[src/rtl/dmux_dispatcher.sv]
// rtl/dmux_dispatcher.sv - two-channel demultiplexing dispatcher with holding registers
//
// Purpose:
//   Accepts one word per cycle from a valid/ready source and loads it into one
//   of two single-entry output holding registers. The target channel is chosen
//   by in_sel (mode=0) or by an internal round-robin pointer (mode=1). Each
//   channel drains independently through its own valid/ready handshake and
//   keeps a modulo-256 count of the words it has accepted.
//
// Ports:
//   clk                    single clock, rising edge
//   rst_n                  synchronous active-low reset
//   enable                 1 = accept input, 0 = block input (outputs still drain)
//   mode                   0 = route by in_sel, 1 = round-robin
//   in_valid/in_sel/in_data  input word, target select and payload
//   in_ready               dispatcher can accept this cycle
//   out0_*/out1_*          per-channel holding register (valid, data, ready)
//   cnt0/cnt1              words accepted per channel, modulo 256
//   rr_ptr                 next round-robin target
module dmux_dispatcher #(
  parameter int WIDTH = 8
) (
  input  logic             clk,
  input  logic             rst_n,
  input  logic             enable,
  input  logic             mode,
  input  logic             in_valid,
  input  logic             in_sel,
  input  logic [WIDTH-1:0] in_data,
  output logic             in_ready,
  output logic             out0_valid,
  output logic [WIDTH-1:0] out0_data,
  input  logic             out0_ready,
  output logic             out1_valid,
  output logic [WIDTH-1:0] out1_data,
  input  logic             out1_ready,
  output logic [7:0]       cnt0,
  output logic [7:0]       cnt1,
  output logic             rr_ptr
);

  logic             out0_valid_q, out0_valid_d;
  logic             out1_valid_q, out1_valid_d;
  logic [WIDTH-1:0] out0_data_q,  out0_data_d;
  logic [WIDTH-1:0] out1_data_q,  out1_data_d;
  logic [7:0]       cnt0_q,       cnt0_d;
  logic [7:0]       cnt1_q,       cnt1_d;
  logic             rr_ptr_q,     rr_ptr_d;

  logic tgt;
  logic tgt_valid;
  logic tgt_ready;
  logic accept;
  logic load0;
  logic load1;

  // Target is purely combinational from the current inputs and pointer state.
  assign tgt       = mode ? rr_ptr_q : in_sel;
  assign tgt_valid = tgt ? out1_valid_q : out0_valid_q;
  assign tgt_ready = tgt ? out1_ready   : out0_ready;

  // A full target can still take a word when its consumer drains it in the
  // same cycle. rst_n gates readiness so nothing looks acceptable during reset.
  assign in_ready = rst_n & enable & (~tgt_valid | tgt_ready);
  assign accept   = in_valid & in_ready;
  assign load0    = accept & ~tgt;
  assign load1    = accept &  tgt;

  always_comb begin
    out0_valid_d = out0_valid_q;
    out1_valid_d = out1_valid_q;
    out0_data_d  = out0_data_q;
    out1_data_d  = out1_data_q;
    cnt0_d       = cnt0_q;
    cnt1_d       = cnt1_q;
    rr_ptr_d     = rr_ptr_q;

    // Load wins over drain, so a simultaneous drain+load keeps valid high.
    if (load0) begin
      out0_valid_d = 1'b1;
      out0_data_d  = in_data;
      cnt0_d       = cnt0_q + 8'd1;
    end else if (out0_valid_q && out0_ready) begin
      out0_valid_d = 1'b0;
    end

    if (load1) begin
      out1_valid_d = 1'b1;
      out1_data_d  = in_data;
      cnt1_d       = cnt1_q + 8'd1;
    end else if (out1_valid_q && out1_ready) begin
      out1_valid_d = 1'b0;
    end

    // Pointer only advances on round-robin accepts; mode changes leave it alone.
    if (accept && mode) begin
      rr_ptr_d = ~rr_ptr_q;
    end
  end

  always_ff @(posedge clk) begin
    if (!rst_n) begin
      out0_valid_q <= 1'b0;
      out1_valid_q <= 1'b0;
      out0_data_q  <= '0;
      out1_data_q  <= '0;
      cnt0_q       <= 8'd0;
      cnt1_q       <= 8'd0;
      rr_ptr_q     <= 1'b0;
    end else begin
      out0_valid_q <= out0_valid_d;
      out1_valid_q <= out1_valid_d;
      out0_data_q  <= out0_data_d;
      out1_data_q  <= out1_data_d;
      cnt0_q       <= cnt0_d;
      cnt1_q       <= cnt1_d;
      rr_ptr_q     <= rr_ptr_d;
    end
  end

  assign out0_valid = out0_valid_q;
  assign out1_valid = out1_valid_q;
  assign out0_data  = out0_data_q;
  assign out1_data  = out1_data_q;
  assign cnt0       = cnt0_q;
  assign cnt1       = cnt1_q;
  assign rr_ptr     = rr_ptr_q;

endmodule

[config.mk]
export PLATFORM = sky130hd
export DESIGN_NAME = dmux_dispatcher
export DESIGN_NICKNAME = d
export VERILOG_FILES = /design/src/rtl/dmux_dispatcher.sv
export SDC_FILE = /design/constraint.sdc
export NUM_CORES = 1
export LEC_CHECK = 0
export BUFFER_PORTS_ARGS = -buffer_cell sky130_fd_sc_hd__buf_2
export CAP_MARGIN = 0
export CORE_MARGIN = 3
export CORE_UTILIZATION = 41
export CTS_BUF_LIST = sky130_fd_sc_hd__clkbuf_4
export CTS_CLUSTER_DIAMETER = 80
export DETAILED_ROUTE_END_ITERATION = 8
export PLACE_DENSITY = 0.68
export SLEW_MARGIN = 10
export SYNTH_ARGS = -nofsm -noshare
export SYNTH_HDL_FRONTEND = slang
export SYNTH_SLANG_ARGS = --single-unit
[constraint.sdc]
create_clock -name clk -period 3.69 [get_ports clk]
set_input_delay 0.5535 -clock clk [delete_from_list [all_inputs] [get_ports clk]]
set_output_delay 0.5535 -clock clk [all_outputs]
set_load 0.02 [all_outputs]
# After elaboration in Yosys (flattened, before gate mapping)
# Cells that the tools add are included.
# classes
n_addsub	2
mux	7
bitwise_logic	9
reduce_logical	5
# op_table
op	n
8-bit by 1-bit adder with 8-bit output (second input constant)	2
1-bit 2-to-1 mux	7
1-bit AND	5
2-bit nonzero test	2
1-bit logical AND	3
1-bit inverter	3
1-bit bitwise OR	1
# totals
register_bits	35

# Logic depth before layout (Yosys ltp)
# logic_depth
depth_word	8
mapped_depth	5
mapped_depth_nobuf	4

# Worst setup path after synthesis
# Ideal clock, no wire load.
# synth_path
path_type	input port to output port
start	input mode
end	output in_ready
arrival_ns	1.347
slack_ns	1.790
cell_stages	3
path_buffers	0
path_cell_list	mux2_4 > nor2_1 > o211a_1
# synth_between
elab_chain_len	5
# synth_rtl
item	line_no	text
start, declared	26	input logic mode,
1-bit 2-to-1 mux (*)	58	assign tgt = mode ? rr_ptr_q : in_sel;
1-bit 2-to-1 mux	59	assign tgt_valid = tgt ? out1_valid_q : out0_valid_q;
1-bit inverter	64	assign in_ready = rst_n & enable & (~tgt_valid | tgt_ready);
1-bit bitwise OR (*)	64	
1-bit AND (*)	64	
end, declared	30	output logic in_ready,
# Mark *: on every way between the ends. The rest lies on a longest branch, timed or not.

# Worst setup path in the final report
# Ends and elaborated chain as after synthesis.

==> results.py <==
metrics = {
    "synthesis": {
        "synth_seq_area_share_pct": 47.74,
        "ys_ff_latch": 35,
        "ys.warnings.count": 0,
        "synth_fp_nets": 170,
        "ys_top_cells_by_area": "dfxtp_1 48%, mux2i_1 18%, nor2_1 6.9%",
        "yosysTopAreaCellShare_pct": 47.74,
        "async_flop_share_pct": 0,
        "ys_types": 29,
        "avgSynthCellArea_um2": 9.656,
        "yosysTopAreaCell": "dfxtp_1",
        "synth_edf_count": 0,
        "syn_inst": 152,
        "synth_flop_cell": "dfxtp_1",
        "synthesis.area_um2": 1468,
    },
    "route": {
        "dr.pass1.iters": 4,
        "wl_per_cell_um": 12.92,
        "ant_nets": 0,
        "drt_wl_total_mm": 3.270,
        "first_iter_violations": 115,
        "dr_total_vias": 1303,
        "drc_errors": 0,
        "via_per_inst": 5.150,
    },
    "layout": {
        "final_core_util_pct": 55.37,
        "syn2layout_area_growth_pct": 27.88,
        "nNetsFinal": 224,
        "layout_commonest_cell": "buf_2",
        "finalNonFillerCells": 253,
        "final_cell_mix": "51 x buf_2, 35 x dfxtp_1, 27 x nor2_1, 27 x mux2i_1, 12 x nand2_1",
        "drive_gt1_share_pct": 31.40,
        "num_antenna_cells": 0,
    },
    "die": {
        "die-area_um2": 4334,
        "fp.coreArea_um2": 3390,
        "boundaryPins": 52,
        "rows": 21,
        "initial_core_util_pct": 43.30,
        "die_height_um": 65.83,
        "die_w_um": 65.83,
    },
    "sta": {
        "setup-tns-final_ns": 0,
        "finalMaxSlewViolations": 0,
        "timing.final.crit_share_pct": 59.73,
        "setup_slack_ns": 1.486,
        "finalHoldViolCount": 0,
        "worst_pin_slew_ns": 0.7148,
        "hold_slack_ns": 0.4657,
        "rsz0062_at_grt": "false",
        "setup_viol_count_final": 0,
        "fmax_ghz": 0.4537,
        "finalClockSkew_ns": 0.008272,
        "slew_headroom_pct": 52.05,
        "fin_crit_ns": 2.204,
    },
    "critical_path": {
        "rr_worst_depth": 4,
        "required_ns": 3.14,
        "regToRegEndpoint": "cnt0[1]",
        "r2r_slack_ns": 1.85,
        "r2r_start": "rr_ptr",
        "crit_end": "in_ready",
        "cp_max_fo": 4,
        "cp_cell_sequence": "buf_2 -> mux2i_1 -> nor2_1 -> o211a_1 -> buf_2",
        "critPathLaunch": "mode",
        "slowest_stage": "mux2i_1",
        "max_stage_delay_ns": 0.41,
        "arrival_ns": 1.65,
        "end_kind": "output pin",
        "crit_path_frequent_cell": "buf_2",
        "start_kind": "input pin",
        "crit_type": "in -> out",
    },
    "pwr": {
        "peakVddDrop_uv": 261.8,
        "power.internal_w": 0.0006250,
        "swShare_pct": 20.94,
        "p_sw_w": 0.0001655,
        "clkPwrFrac_pct": 43.6,
        "seqPwrFrac_pct": 49.1,
        "power_frac_comb_pct": 7.3,
        "leakage_nw": 0.9440,
        "p_per_area_nw_per_um2": 421.2,
    },
    "clocking": {
        "clk_pin_slew_worst_paths_ns": 0.10,
        "cts-resized-gates": 0,
        "clk_latency_ns": 0.33,
        "post_cts_buffers": 0,
        "hold_buffers": 0,
        "numCtsBuffers": 5,
        "clock-root-buffer": "clkbuf_4",
        "cts_tree": "built",
        "htree_num_levels": 2,
        "cts.sinks": 35,
        "clockBufferDepth": 2,
    },
    "place": {
        "gp_congestion": 0.7578,
        "dpl.hpwl_mm": 2.434,
        "portBuffers": 51,
        "dp_cells": 245,
        "dp_slack_ns": 1.488,
    },
    "grt": {
        "grt_pass1_vias": 1271,
        "grt-ovfl-total": 0,
        "grt_max_degree": 28,
        "grtUsageTotal_pct": 16.63,
        "grt_pass1_wl_mm": 5.568,
        "grt_antenna_before_repair": 0,
    },
    "status": {
        "status": "finished clean",
    },
    "hold_path": {
        "hold_class": "in -> reg",
    },
    "flow_run": {
        "cap_violations": 0,
    },
}
==> cell families after synthesis <==
family | count (synthesis) | share of synthesized area [%]
xor+xnor | 3 | 1.791
flops | 35 | 47.74
compound gates | 11 | 4.603
fa+ha+maj | 2 | 1.705
mux | 28 | 19.44
buf+inv | 7 | 1.960
simple gates | 66 | 22.76
==> routing by layer <==
| metal | GRT usage (%) | share of wire (%) | vias to the layer above |
|---|---|---|---|
| li1 | - | - | 646 |
| met1 | 19.79 | 44 | 611 |
| met2 | 27.91 | 47 | 42 |
| met3 | 5.102 | 8.2 | 4 |
| met4 | 6.218 | 0.73 | 0 |
| met5 | 0 | 0 | - |
==> per-stage QoR <==
step / instance area, µm² / power (W)
CTS: 1877 / 0.0007988
detailed placement: 1772 / 0.0004552
floorplan: 1468 / 0.0004310
finish: 1877 / 0.0007905
global placement: 1772 / 0.0004537
global route: 1877 / 0.0008224
==> power by group through the flow <==
stage / clock (W) / combinational (W) / sequential (W)
global route: 0.000369 / 0.0000646 / 0.000389
finish: 0.000345 / 0.0000580 / 0.000388
detailed placement: 0 / 0.0000587 / 0.000397
CTS: 0.000352 / 0.0000590 / 0.000388
global placement: 0 / 0.0000576 / 0.000396
floorplan: 0 / 0.0000272 / 0.000404
==> registers in the layout, summed over array words and instances (netlist names) <==
| register | flops |
|---|---|
| cnt0 | 8 |
| rr_ptr | 1 |
| out0_valid | 1 |
| out1_data | 8 |
| out0_data | 8 |
| cnt1 | 8 |
| out1_valid | 1 |
==> worst min-delay path by stage <==
| stage | from | end | slack [ns] | depth (start not counted) |
|---|---|---|---|---|
| finish | in_data[4] | out0_data[4] | 0.47 | 3 |
| global route | in_data[7] | out0_data[7] | 0.46 | 3 |
| CTS | in_data[2] | out0_data[2] | 0.45 | 3 |
| detailed placement | cnt1[6] | cnt1[6] | 0.48 | 2 |
| global placement | cnt1[7] | cnt1[7] | 0.46 | 2 |
| floorplan | cnt0[2] | cnt0[2] | 0.54 | 1 |
==> worst max-delay path: cells and delay by family <==
| family | cells | cell delay (ns) |
|---|---|---|
| buf+inv | 2 | 0.27 |
| compound gates | 1 | 0.24 |
| mux | 1 | 0.41 |
| simple gates | 1 | 0.17 |
==> cell usage after synthesis (2+ instances only) <==
cell,n
a21oi_1,5
and3_1,2
buf_2,2
clkbuf_1,3
dfxtp_1,35
ha_1,2
mux2i_1,27
nand2_1,12
nand2b_1,4
nand3_1,3
nand4_1,6
nor2_1,27
nor2b_1,2
o21ai_0,2
o31ai_1,3
or4_1,3
xnor2_1,2
==> final cells by class <==
cell class	instances	area, µm²
inverters	2	7.507
well taps	46	57.56
fillers	320	1513
repair buffers	52	262.8
clock inverters	2	60.06
multi-input cells	110	743.2
flip-flops and latches	35	700.7
clock buffers	6	45.04
Note: power is estimated with default switching activity, not from simulation.
